===== src/rtl/fifo_stream_drain.sv =====
// Drain stage for the 32-bit word FIFO: turns its rd_en/empty/registered-data
// read port into a valid/ready stream, tracking reads in flight across RD_LATENCY.
module fifo_stream_drain #(
  parameter int RD_LATENCY = 1,
  parameter int BUF_DEPTH  = RD_LATENCY + 1
) (
  input  logic        clock,
  input  logic        resetn,
  input  logic        enable,
  input  logic        flush,
  input  logic        fifo_empty,
  output logic        fifo_rd_en,
  input  logic [31:0] fifo_data,
  output logic        m_valid,
  input  logic        m_ready,
  output logic [31:0] m_data,
  output logic        busy,
  output logic [31:0] words_out
);

  localparam int PW = (BUF_DEPTH > 1) ? $clog2(BUF_DEPTH) : 1;
  localparam int CW = $clog2(BUF_DEPTH + 1);
  localparam int IW = $clog2(RD_LATENCY + 1);

  logic [RD_LATENCY-1:0]      r_tag, r_disc;
  logic [BUF_DEPTH-1:0][31:0] r_mem;
  logic [PW-1:0]              r_head, r_tail;
  logic [CW-1:0]              r_count;
  logic [31:0]                r_words_out;

  logic [IW-1:0]         w_inflight;
  logic [RD_LATENCY-1:0] w_tag_nx, w_disc_nx;
  logic [7:0]            w_used;
  logic                  w_pop, w_land;

  function automatic logic [PW-1:0] nxt(input logic [PW-1:0] p);
    return (p == PW'(BUF_DEPTH - 1)) ? '0 : p + 1'b1;
  endfunction

  always_comb begin
    w_inflight = '0;
    for (int i = 0; i < RD_LATENCY; i++) w_inflight += IW'(r_tag[i]);
  end

  assign m_valid   = (r_count != '0);
  assign m_data    = r_mem[r_head];
  assign w_pop     = m_valid && m_ready;
  assign busy      = m_valid || (w_inflight != '0);
  assign words_out = r_words_out;

  // Credits: buffered + in-flight words (net of this cycle's pop) must fit the buffer.
  assign w_used     = 8'(r_count) + 8'(w_inflight) - 8'(w_pop);
  assign fifo_rd_en = resetn && enable && !flush && !fifo_empty && (w_used < 8'(BUF_DEPTH));

  // Tags shift toward the MSB; the MSB is the read whose data is on fifo_data now.
  assign w_land    = r_tag[RD_LATENCY-1] && !r_disc[RD_LATENCY-1] && !flush;
  assign w_tag_nx  = (r_tag << 1) | RD_LATENCY'(fifo_rd_en);
  assign w_disc_nx = (r_disc << 1) | (flush ? w_tag_nx : '0);

  always_ff @(posedge clock) begin
    if (!resetn) begin
      r_tag       <= '0;
      r_disc      <= '0;
      r_count     <= '0;
      r_head      <= '0;
      r_tail      <= '0;
      r_words_out <= '0;
    end else begin
      r_tag  <= w_tag_nx;
      r_disc <= w_disc_nx;
      if (w_pop) r_words_out <= r_words_out + 32'd1;
      if (flush) begin
        r_count <= '0;
        r_head  <= '0;
        r_tail  <= '0;
      end else begin
        if (w_land) begin
          r_mem[r_tail] <= fifo_data;
          r_tail        <= nxt(r_tail);
        end
        if (w_pop) r_head <= nxt(r_head);
        r_count <= r_count + CW'(w_land) - CW'(w_pop);
      end
    end
  end

  a_count_bound: assert property (@(posedge clock) disable iff (!resetn) r_count <= CW'(BUF_DEPTH));

endmodule


===== config.mk =====
export PLATFORM = sky130hd
export DESIGN_NAME = fifo_stream_drain
export DESIGN_NICKNAME = d
export VERILOG_FILES = /design/src/rtl/fifo_stream_drain.sv
export SDC_FILE = /design/constraint.sdc
export NUM_CORES = 1
export LEC_CHECK = 0
export CAP_MARGIN = 20
export CORE_UTILIZATION = 40
export CTS_CLUSTER_SIZE = 16
export DETAILED_ROUTE_END_ITERATION = 8
export HOLD_SLACK_MARGIN = 0.06
export PLACE_DENSITY = 0.7
export REMOVE_ABC_BUFFERS = 1
export SKIP_LAST_GASP = 1
export SYNTH_ARGS = -nofsm -noshare
export SYNTH_HDL_FRONTEND = slang
export SYNTH_SLANG_ARGS = --single-unit
export TNS_END_PERCENT = 5

===== constraint.sdc =====
create_clock -name clock -period 3.7 [get_ports clock]
set_clock_uncertainty 0.2 [all_clocks]
set_input_delay 0.74 -clock clock [delete_from_list [all_inputs] [get_ports clock]]
set_output_delay 0.74 -clock clock [all_outputs]
set_load 0.02 [all_outputs]

* Word level (Yosys, flattened, before mapping)
Cells that the tools add are included.
** Word-level totals
- Input port bits :: 38
- Word-level logic and storage cells :: 44
- Register bits :: 102
** Operators by class
- Bitwise gates (word level) :: 2
- $lt $le $gt $ge :: 4
- Mux-type cells :: 7
- Reduce and logical (&&, ||, !) cells :: 16
- $add $sub $neg :: 7
** Operators with widths (count)
- two-way mux 32 bit :: 3
- bitwise mux 64 bit :: 1
- adder 32 x 1 -> 32 bit (second input constant) :: 1
- demux 32 bit (select 1 bit) :: 1
- logical AND 1 bit :: 8
- less-than comparator 8 x 2 -> 1 bit (second input constant) :: 1
- less-than comparator 1 x 2 -> 1 bit (second input constant) :: 2
- subtractor 3 x 1 -> 4 bit :: 1
- adder 2 x 1 -> 3 bit :: 1
- logical NOT 1 bit :: 3
- AND reduction 3 bit :: 1
- adder 1 bit (second input constant) :: 2
- adder 2 x 1 -> 2 bit :: 1
- two-way mux 1 bit :: 2
- inverter 1 bit :: 2
- AND reduction 2 bit :: 1
- nonzero test 2 bit :: 1
- OR reduction 2 bit :: 1
- subtractor 2 x 1 -> 2 bit :: 1
- greater-or-equal comparator 1 bit (second input constant) :: 1
- logical OR 1 bit :: 1

* Logic depth before layout (Yosys ltp)
Gate-level depths: netlist of the first run.
- Depth in word-level cells :: 5
- Depth in mapped cells :: 9
- Gate-level depth less buffers :: 8

* Least setup slack after synthesis of the first run
OpenSTA, ideal clock, no wires.
- Path type :: input to register
- Start :: in flush
- End :: reg r_mem[0] in the netlist's numbering (enable)
- Slack :: -0.256 ns
- Stages on the path :: 3
- Path buffers :: 1
- Library setup time :: 0.461 ns
- Required time :: 3.039 ns
- Arrival time :: 3.294 ns
- Cell sequence :: nand2b_1 -> clkbuf_1 -> nor3_1
** On the way
- Word-level cells in the longest chain between the ends :: 3
- Elaborated cells between the ends (all ways) :: 4
** RTL lines
- from (decl) :: RTL line 10 : input logic flush,
- logical NOT 1 bit :: RTL line 56 : assign w_land = r_tag[RD_LATENCY-1] && !r_disc[RD_LATENCY-1] && !flush;
- logical AND 1 bit :: RTL line 56
- AND reduction 3 bit (no source line) *
- to (signal, indexed assignment) :: RTL line 78 : r_mem[r_tail] <= fifo_data;
- to (decl) :: RTL line 26 : logic [BUF_DEPTH-1:0][31:0] r_mem;
Every way passes the cells marked *; elsewhere a longest branch is shown, timed or not.
A chain may end at the register's enable or synchronous reset.

* Final worst setup path of the first run
- Start :: in m_ready
- End :: out fifo_rd_en
** On the way
- Word-level cells in the longest chain between the ends :: 4
** RTL lines
- from (decl) :: RTL line 15 : input logic m_ready,
- logical AND 1 bit :: RTL line 47 : assign w_pop = m_valid && m_ready;
- subtractor 3 x 1 -> 4 bit :: RTL line 52 : assign w_used = 8'(r_count) + 8'(w_inflight) - 8'(w_pop);
- less-than comparator 8 x 2 -> 1 bit :: RTL line 53 : assign fifo_rd_en = resetn && enable && !flush && !fifo_empty && (w_used < 8'(BUF_DEPTH));
- logical AND 1 bit :: RTL line 53
- to (decl) :: RTL line 12 : output logic fifo_rd_en,
No other way between the ends.

==> results of run 1 <==
## power breakdown
group,total [mW],switching [mW],internal [mW]
combinational,0.0726,0.0276,0.0449
sequential,1.21,0.00101,1.21
clock,0.684,0.372,0.312
## final cells by class
type	count	area, um^2	area share
flip-flops and latches	102	2680	0.476
multi-input cells	194	1440	0.254
repair buffers	115	1120	0.199
clock buffers	12	170	0.0302
well taps	136	170	0.0302
inverters	8	30.0	0.00532
clock inverters	4	28.8	0.00510
## tightest hold or removal path, delay by kind of cell, from the launching register on
| kind | cells | cell delay (ns) |
|---|---|---|
| AO/OA/AOI/OAI | 2 | 0.11 |
| flip-flops | 1 | 0.34 |
## flip-flops by register name, indices dropped and copies added, names as in the netlist
| signal | cells |
|---|---|
| r_mem | 64 |
| words_out | 32 |
| r_count | 2 |
| r_disc | 1 |
| r_head | 1 |
| r_tag | 1 |
| r_tail | 1 |
## metal layers
| metal | up-vias | global-route usage | share of wire |
|---|---|---|---|
| li1 | 1431 | - | - |
| met1 | 1430 | 0.216 | 0.47 |
| met2 | 97 | 0.263 | 0.46 |
| met3 | 11 | 0.0395 | 0.056 |
| met4 | 0 | 0.0714 | 0.015 |
| met5 | - | 0 | 0 |
## per-stage QoR
stage	cells	TNS, ns
final	571	0
after global routing	571	0
after CTS	571	0
after detailed placement	555	-0.509
after global placement	555	-0.453
after floorplan	304	-13.30
## cells by family (layout without fill, tap and decap cells)
kind of cell	Yosys count	after routing	share of synthesized area
compound gates	44	44	0.0697
mux	34	34	0.0905
flops	102	102	0.638
xor+xnor	17	17	0.0354
simple gates	95	95	0.129
buf+inv	25	139	0.0253
other cells	1	1	0.000893
fa+ha+maj	3	3	0.0107
## repair_timing
action / 4_1_cts / 5_1_grt
resized for setup: 6 / 5
hold endpoints to repair: 0 / 0
pin swaps: 0 / 2
setup endpoints to repair: 1 / 1
## final timing paths
kind	startpoint	slack (ns)	to
min	words_out[31]	0.29	words_out[31]
max reg2reg	words_out[8]	1.14	words_out[18]
min reg2reg	words_out[31]	0.29	words_out[31]
max	m_ready	0.36	fifo_rd_en
## cell usage after synthesis, types with 6 or more instances
library cell,count,area (um^2)
or3_1,6,37.5
nand3_1,6,30.0
nor2_1,18,67.6
clkbuf_1,12,45.0
or4_1,12,90.1
nand4_1,10,62.6
inv_1,8,30.0
o21ai_0,6,30.0
nand2_1,15,56.3
a21oi_1,18,90.1
mux2_2,32,360
o31ai_1,11,82.6
xnor2_1,9,78.8
dfxtp_1,38,761
xor2_1,8,70.1
edfxtp_1,64,1920
==> flow_metrics.py, run 1 <==
metrics = {
    "logic_synthesis": {
        "ys_dominant_reg_cell": "edfxtp_1",
        "synth_cell_type_count": 43,
        "synth.avg_cell_area_um2": 13.1,
        "ys_ff_latch": 102,
        "syn_inst": 321,
        "syn-cell-area_um2": 4200,
        "ys_seq_area_frac": 0.638,
        "synth_edf_count": 64,
        "async_flop_share": 0,
        "yosysWarnings": 0,
    },
    "grt": {
        "grt_max_degree": 37,
        "antenna_found_initial": 0,
        "grt_pass1_vias": 2936,
        "grt_usage": 0.166,
        "grt_overflow_total": 0,
        "grt_pass1_wl_mm": 14.3,
    },
    "placement": {
        "hpwlAfterDp_mm": 5.82,
        "portBuffers": 104,
        "pre_cts_slack_ns": -0.509,
        "place_area_um2": 5430,
        "place.gp.congestion": 0.841,
    },
    "drt": {
        "viasPerCell": 5.20,
        "wl_per_cell_um": 15.5,
        "ant_nets": 0,
        "drt_iter0_drc": 92,
        "routed_wl_mm": 8.82,
        "drcViolationCount": 0,
        "vias": 2969,
        "dr.pass1.iters": 4,
    },
    "run": {
        "maxCapViolations": 0,
    },
    "final_layout": {
        "final_cell_mix": "clkdlybuf4s50_1, edfxtp_1, dfxtp_1",
        "layout.nets": 471,
        "diodes": 0,
        "fill_cells": 884,
        "design_area_um2": 5640,
        "final_common_cell": "clkdlybuf4s50_1",
        "fin_util": 0.551,
        "drive_gt1_frac": 0.163,
        "syn_to_final_growth_pct": 34.2,
    },
    "critical_path": {
        "cp-end-kind": "output port",
        "cp.arrival_ns": 2.40,
        "reg2reg_depth": 4,
        "critPathSlowestCell": "fa_1",
        "crit_path_frequent_cell": "buf_4",
        "critPathBufInv": 3,
        "crit_path_start_kind": "input pin",
        "timing_worst_setup_path_type": "in -> out",
        "crit_family": "simple AND/OR/NAND/NOR gates",
        "cp_data_required_time_ns": 2.76,
        "crit_fanout": 2,
        "path_depth": 9,
        "worstPathCellList": "dlymetal6s2s_1, nand2_2, or2_2, buf_4, fa_1, xor2_1, nand2_1, nor4_2, buf_4",
        "slowest_delay_ns": 0.37,
    },
    "cts": {
        "cts_buffer_depth": 2,
        "cts_buffers": 9,
        "h-tree-depth": 3,
        "holdBufCountCts": 0,
        "cts_root_buf": "clkbuf_8",
        "cts_sinks": 102,
        "post-cts-setup-buffers": 0,
        "tritoncts": "done",
        "clkTransAtPathRegs_ns": 0.10,
        "clk_latency_ns": 0.37,
    },
    "sta": {
        "grt_setup_unrepaired": "false",
        "maxSlewViolCount": 0,
        "fin_crit_ns": 3.34,
        "max_slew_margin": 0.358,
        "timing.fmax_mhz": 299,
        "setup_viol": 0,
        "post-route-period-util": 0.903,
        "worst_slew_pin_slew_ns": 0.962,
        "setup_ws_ns": 0.360,
        "hold_viol": 0,
        "hold-worst-slack_ns": 0.292,
    },
    "pwr": {
        "powerDensity_nw_per_um2": 348,
        "p_leak_nw": 1.82,
        "ir_worst_vdd_v": 0.000213,
        "total_power_mw": 1.96,
    },
    "floorplan": {
        "core_um2": 10200,
        "fp.dieH_um": 104,
        "rows": 37,
        "floorplan.initialDensity": 0.411,
        "die-area_um2": 10900,
        "fp.dieW_um": 104,
        "pin_count": 105,
    },
    "outcome": {
        "status": "finished, final reports clean",
    },
    "hold_path": {
        "min_path_cells": 2,
        "hp-class": "reg -> reg",
    },
}
Note: power is estimated with default switching activity, not from simulation.
==> inputs of run 2 (changes only) <==
--- a/config.mk
+++ b/config.mk
@@ -7,10 +7,10 @@
 export LEC_CHECK = 0
 export CAP_MARGIN = 20
 export CORE_UTILIZATION = 40
-export CTS_CLUSTER_SIZE = 16
+export CTS_CLUSTER_SIZE = 10
 export DETAILED_ROUTE_END_ITERATION = 8
 export HOLD_SLACK_MARGIN = 0.06
-export PLACE_DENSITY = 0.7
+export PLACE_DENSITY = 0.67
 export REMOVE_ABC_BUFFERS = 1
 export SKIP_LAST_GASP = 1
 export SYNTH_ARGS = -nofsm -noshare
==> constraint.sdc (replaced) <==
create_clock -name clock -period 3.1 [get_ports clock]
set_clock_uncertainty 0.2 [all_clocks]
set_input_delay 0.62 -clock clock [delete_from_list [all_inputs] [get_ports clock]]
set_output_delay 0.62 -clock clock [all_outputs]
set_load 0.02 [all_outputs]
==> run 2 against run 1 <==
Against the previous run:
- clock power up 31%
- combinational power rose by 23%
- register-to-register slack got worse by 0.46 ns
- critical endpoint unchanged
- highest routed layer unchanged
- sequential power rose by 19%
- flip-flop and latch count unchanged
- final cell count increased by 1.1%
==> flow_metrics.py, run 2 (synthesis results as in run 1) <==
metrics = {
    "outcome": {
        "status": "finished, final reports clean",
    },
    "hold_path": {
        "min_to": "words_out[31]",
        "hp-start": "words_out[31]",
        "hp-class": "reg -> reg",
        "min_path_cells": 2,
    },
    "grt": {
        "grt_pass1_wl_mm": 13.9,
        "antenna_found_initial": 0,
        "grt_usage": 0.162,
        "grt_pass1_vias": 2908,
        "grt_max_degree": 37,
        "grt_overflow_total": 0,
    },
    "floorplan": {
        "die-area_um2": 10900,
        "floorplan.initialDensity": 0.411,
        "fp.dieW_um": 104,
        "core_um2": 10200,
        "rows": 37,
        "fp.dieH_um": 104,
        "pin_count": 105,
    },
    "final_layout": {
        "fin_util": 0.562,
        "instances_no_fill": 577,
        "diodes": 0,
        "top_register": "r_mem",
        "largest_reg_flops": 64,
        "final_cell_mix": "clkdlybuf4s50_1, edfxtp_1, dfxtp_1",
        "final_common_cell": "clkdlybuf4s50_1",
        "drive_gt1_frac": 0.177,
        "syn_to_final_growth_pct": 36.7,
        "layout.nets": 477,
    },
    "sta": {
        "hold-worst-slack_ns": 0.289,
        "worst_slew_pin_slew_ns": 0.523,
        "setup_viol": 0,
        "post-route-period-util": 0.994,
        "maxSlewViolCount": 0,
        "fin_crit_ns": 3.08,
        "grt_setup_unrepaired": "true",
        "max_slew_margin": 0.650,
        "hold_viol": 0,
        "timing.fmax_mhz": 325,
    },
    "cts": {
        "tritoncts": "done",
        "cts_sinks": 102,
        "clkTransAtPathRegs_ns": 0.09,
        "h-tree-depth": 3,
        "cts_buffer_depth": 2,
        "cts_buffers": 9,
        "clk_latency_ns": 0.36,
        "cts_root_buf": "clkbuf_8",
    },
    "critical_path": {
        "rr_startpoint": "words_out[0]",
        "cp_data_required_time_ns": 2.28,
        "worstPathCellList": "or2_4, nand2_2, or2_4, buf_4, fa_2, xor2_1, nand2_1, nor4_2, buf_4",
        "cp-end-kind": "output port",
        "crit_path_start_kind": "flop",
        "reg2reg_slack_ns": 0.68,
        "timing_worst_setup_path_type": "reg -> out",
        "rr_endpoint": "words_out[30]",
        "slowest_delay_ns": 0.34,
        "cp.arrival_ns": 2.26,
        "critPathSlowestCell": "dfxtp_2",
        "crit_fanout": 2,
        "reg2reg_depth": 5,
    },
    "pwr": {
        "total_power_mw": 2.42,
        "powerDensity_nw_per_um2": 422,
        "ir_worst_vdd_v": 0.000283,
        "p_leak_nw": 1.86,
    },
    "drt": {
        "drt_iter0_drc": 73,
        "dr.pass1.iters": 7,
        "viasPerCell": 5.16,
        "routed_wl_mm": 8.59,
        "wl_per_cell_um": 14.9,
        "vias": 2977,
        "drcViolationCount": 0,
        "ant_nets": 0,
    },
    "placement": {
        "place.gp.congestion": 0.775,
        "portBuffers": 104,
        "hpwlAfterDp_mm": 5.69,
        "placed_cells": 560,
    },
    "run": {
        "maxCapViolations": 0,
    },
}
## run 2: cell count changes in the layout (fill, tap and decap cells not counted), sizes merged
cell,before,now
bufinv,0,2
buf,12,18
inv,8,9
dlymetal6s2s,1,0
clkdlybuf4s15,0,1
clkbuf,12,11
clkinvlp,2,0
## run 2: cell type report
| type | instances | area (um^2) |
|---|---|---|
| clock inverter | 5 | 81.3 |
| sequential | 102 | 2690 |
| inverter | 8 | 30.0 |
| multi-input combinational | 194 | 1440 |
| clock buffer | 11 | 131 |
| fill | 900 | 4490 |
| timing repair buffer | 121 | 1200 |
| tap | 136 | 170 |
## run 2: where the power goes
| group | switching, mW | internal [mW] |
|---|---|---|
| sequential | 0.00124 | 1.44 |
| clock | 0.435 | 0.457 |
| combinational | 0.0334 | 0.0559 |
| total | 0.470 | 1.95 |
## run 2: repair_timing
| item | CTS | global route |
|---|---|---|
| setup buffers | 0 | 1 |
| setup endpoints to repair | 1 | 1 |
| pin swaps | 3 | 3 |
| endpoints found under the hold margin | 0 | 0 |
| resized for setup | 17 | 1 |
| hold buffers | 0 | 0 |
## run 2: worst max-delay path by stage
stage                    start          to  cells after the start
global route        r_count[0]  fifo_rd_en                      9
CTS                 r_count[0]  fifo_rd_en                      9
global placement       m_ready  fifo_rd_en                      7
finish              r_count[0]  fifo_rd_en                      9
detailed placement     m_ready  fifo_rd_en                      7
floorplan                flush    r_mem[0]                      2
## run 2: metal layers
metal / wire length [um] / part of all wire / vias up / global-route usage
li1: - / - / 1438 / -
met1: 3930 / 0.46 / 1436 / 0.206
met2: 4040 / 0.47 / 91 / 0.263
met3: 467 / 0.054 / 12 / 0.0370
met4: 154 / 0.018 / 0 / 0.0765
met5: 0 / 0 / - / 0
## run 2: stage by stage
step / setup WS, ns / setup TNS (ns) / cell area, um^2
3_5_place_dp: -0.981 / -0.981 / 5500
4_1_cts: -0.0723 / -0.0723 / 5740
3_3_place_gp: -0.962 / -0.962 / 5500
6_report: 0.0188 / 0 / 5750
2_1_floorplan: -0.688 / -44.36 / 4130
5_1_grt: -0.110 / -0.110 / 5750
## run 2: critical path: cells and delay by family, from the launching register on
kind | cells | cell delay [ns]
XOR/XNOR | 1 | 0.16
adder cells (fa/ha/maj) | 1 | 0.33
buffers and inverters | 2 | 0.32
flip-flops | 1 | 0.34
AND/OR/NAND/NOR | 5 | 0.77
==> inputs of run 3 (changes only) <==
--- a/config.mk
+++ b/config.mk
@@ -7,10 +7,11 @@
 export LEC_CHECK = 0
 export CAP_MARGIN = 20
 export CORE_UTILIZATION = 40
+export CTS_BUF_LIST = sky130_fd_sc_hd__clkbuf_4 sky130_fd_sc_hd__clkbuf_8 sky130_fd_sc_hd__clkbuf_16
 export CTS_CLUSTER_SIZE = 10
 export DETAILED_ROUTE_END_ITERATION = 8
 export HOLD_SLACK_MARGIN = 0.06
-export PLACE_DENSITY = 0.67
+export PLACE_DENSITY = 0.7
 export REMOVE_ABC_BUFFERS = 1
 export SKIP_LAST_GASP = 1
 export SYNTH_ARGS = -nofsm -noshare
==> constraint.sdc (replaced) <==
create_clock -name clock -period 2.8 [get_ports clock]
set_clock_uncertainty 0.2 [all_clocks]
set_input_delay 0.56 -clock clock [delete_from_list [all_inputs] [get_ports clock]]
set_output_delay 0.56 -clock clock [all_outputs]
set_load 0.02 [all_outputs]
==> run 3 against run 2 <==
Against the previous run:
- the flow now finishes with violations (negative setup slack)
- combinational power increased by 23%
- utilization up 0.73 points
- non-clock buffer count grew 12
- final cell count up 2.1%
- die area is the same
- design area up 1.3%
- largest cell class unchanged
==> flow_metrics.py, run 3 (synthesis results as in run 1) <==
metrics = {
    "critical_path": {
        "crit_fanout": 2,
        "rr_startpoint": "r_count[1]",
        "cp_data_required_time_ns": 2.86,
        "crit_family": "buffers and inverters",
        "crit_path_frequent_cell": "buf_4",
        "cp-end-kind": "flop",
        "timing_worst_setup_path_type": "in -> reg",
        "startpoint": "m_ready",
        "critPathBufInv": 11,
        "cp.arrival_ns": 3.10,
        "worstPathCellList": "dlygate4sd2_1, nand2_2, or2_4, buf_4, fa_2, xor2_1, nand2_1, buf_4, buf_4, buf_4, buf_4, buf_4, buf_4, buf_4, buf_4, buf_4, nor4_1",
        "critPathSlowestCell": "fa_2",
        "crit_path_start_kind": "input pin",
        "slowest_delay_ns": 0.32,
    },
    "grt": {
        "grt_pass1_wl_mm": 14.1,
        "grt_pass1_vias": 2875,
        "grt_overflow_total": 0,
        "antenna_found_initial": 0,
        "grt_max_degree": 37,
        "grt_usage": 0.164,
    },
    "drt": {
        "vias": 3019,
        "viasPerCell": 5.13,
        "ant_nets": 0,
        "routed_wl_mm": 8.91,
        "drcViolationCount": 0,
        "wl_per_cell_um": 15.1,
        "dr.pass1.iters": 5,
        "drt_iter0_drc": 85,
    },
    "sta": {
        "fin_tns_setup_ns": -0.464,
        "hold_viol": 0,
        "timing.fmax_mhz": 328,
        "fin_crit_ns": 3.05,
        "maxSlewViolCount": 0,
        "post-route-period-util": 1.09,
        "grt_setup_unrepaired": "true",
        "setup_viol": 2,
        "setup_ws_ns": -0.245,
    },
    "placement": {
        "place.gp.congestion": 0.843,
        "pre_cts_slack_ns": -1.01,
        "place_area_um2": 5530,
        "placed_cells": 564,
        "hpwlAfterDp_mm": 5.77,
        "portBuffers": 104,
    },
    "cts": {
        "holdBufCountCts": 0,
        "h-tree-depth": 3,
        "clk_latency_ns": 0.35,
        "cts_sinks": 102,
        "clkTransAtPathRegs_ns": 0.09,
        "cts_root_buf": "clkbuf_8",
        "cts_buffers": 9,
        "tritoncts": "done",
        "cts_buffer_depth": 2,
    },
    "pwr": {
        "p_leak_nw": 1.92,
        "ir_worst_vdd_v": 0.000212,
        "power.net_switching_mw": 0.540,
        "swShare": 0.205,
        "comb_power_share": 0.042,
        "sequentialPowerShare": 0.606,
        "powerDensity_nw_per_um2": 453,
        "internal_power_mw": 2.09,
        "clockPowerShare": 0.352,
    },
    "floorplan": {
        "fp.dieW_um": 104,
        "die-area_um2": 10900,
        "floorplan.initialDensity": 0.411,
        "fp.dieH_um": 104,
        "pin_count": 105,
        "rows": 37,
        "core_um2": 10200,
    },
    "run": {
        "maxCapViolations": 0,
    },
    "final_layout": {
        "syn_to_final_growth_pct": 38.5,
        "layout.nets": 489,
        "largest_reg_flops": 64,
        "instances_no_fill": 589,
        "final_cell_mix": "clkdlybuf4s50_1, edfxtp_1, dfxtp_1",
        "fin_util": 0.569,
        "drive_gt1_frac": 0.203,
        "diodes": 0,
        "top_register": "r_mem",
        "design_area_um2": 5820,
        "final_common_cell": "clkdlybuf4s50_1",
    },
    "hold_path": {
        "hp-class": "reg -> reg",
        "hp-start": "words_out[31]",
    },
    "outcome": {
        "status": "complete, but fails checks",
        "violations": "negative setup slack",
    },
}
## run 3: repair_timing
| action | CTS | global route |
|---|---|---|
| setup endpoints to repair | 1 | 2 |
| pin swaps | 3 | 0 |
| setup buffers | 9 | 0 |
| cloned | 0 | 0 |
| resized for setup | 14 | 2 |
## run 3: metal layers
layer  up-vias  GRT usage  part of all wire
met3         4     0.0420             0.056
li1       1468          -                 -
met1      1453      0.208              0.43
met2        94      0.277              0.51
met4         0     0.0429            0.0037
met5         -          0                 0
## run 3: tightest hold or removal path, stage by stage (launching register included)
cell	delay [ns]
dfxtp_1	0.33
o31ai_1	0.06
a21oi_1	0.05
## run 3: final timing paths
path	end	slack, ns	cells after the start
setup / recovery	r_tag	-0.25	17
hold / removal	words_out[31]	0.29	2
setup reg to reg	r_tag	-0.21	17
hold reg to reg	words_out[31]	0.29	2
## run 3: layout make-up
class / instances / area (um^2)
Clock buffer: 10 / 131
Clock inverter: 6 / 68.8
Fill cell: 846 / 4410
Inverter: 8 / 30.0
Multi-Input combinational cell: 194 / 1440
Sequential cell: 102 / 2690
Tap cell: 136 / 170
Timing Repair Buffer: 133 / 1290
## run 3: through the flow
step           power, mW  hold WS (ns)
2_1_floorplan       1.65         0.307
3_3_place_gp        1.73         0.264
3_5_place_dp        1.73         0.273
4_1_cts             2.66         0.287
5_1_grt             2.73         0.333
6_report            2.63         0.286
## run 3: power by group through the flow
stage / Sequential (mW) / Clock [mW] / Combinational, mW
final: 1.60 / 0.928 / 0.110
after CTS: 1.60 / 0.960 / 0.108
after detailed placement: 1.63 / 0 / 0.0977
after global routing: 1.60 / 1.02 / 0.117
after global placement: 1.63 / 0 / 0.0947
after floorplan: 1.63 / 0 / 0.0177
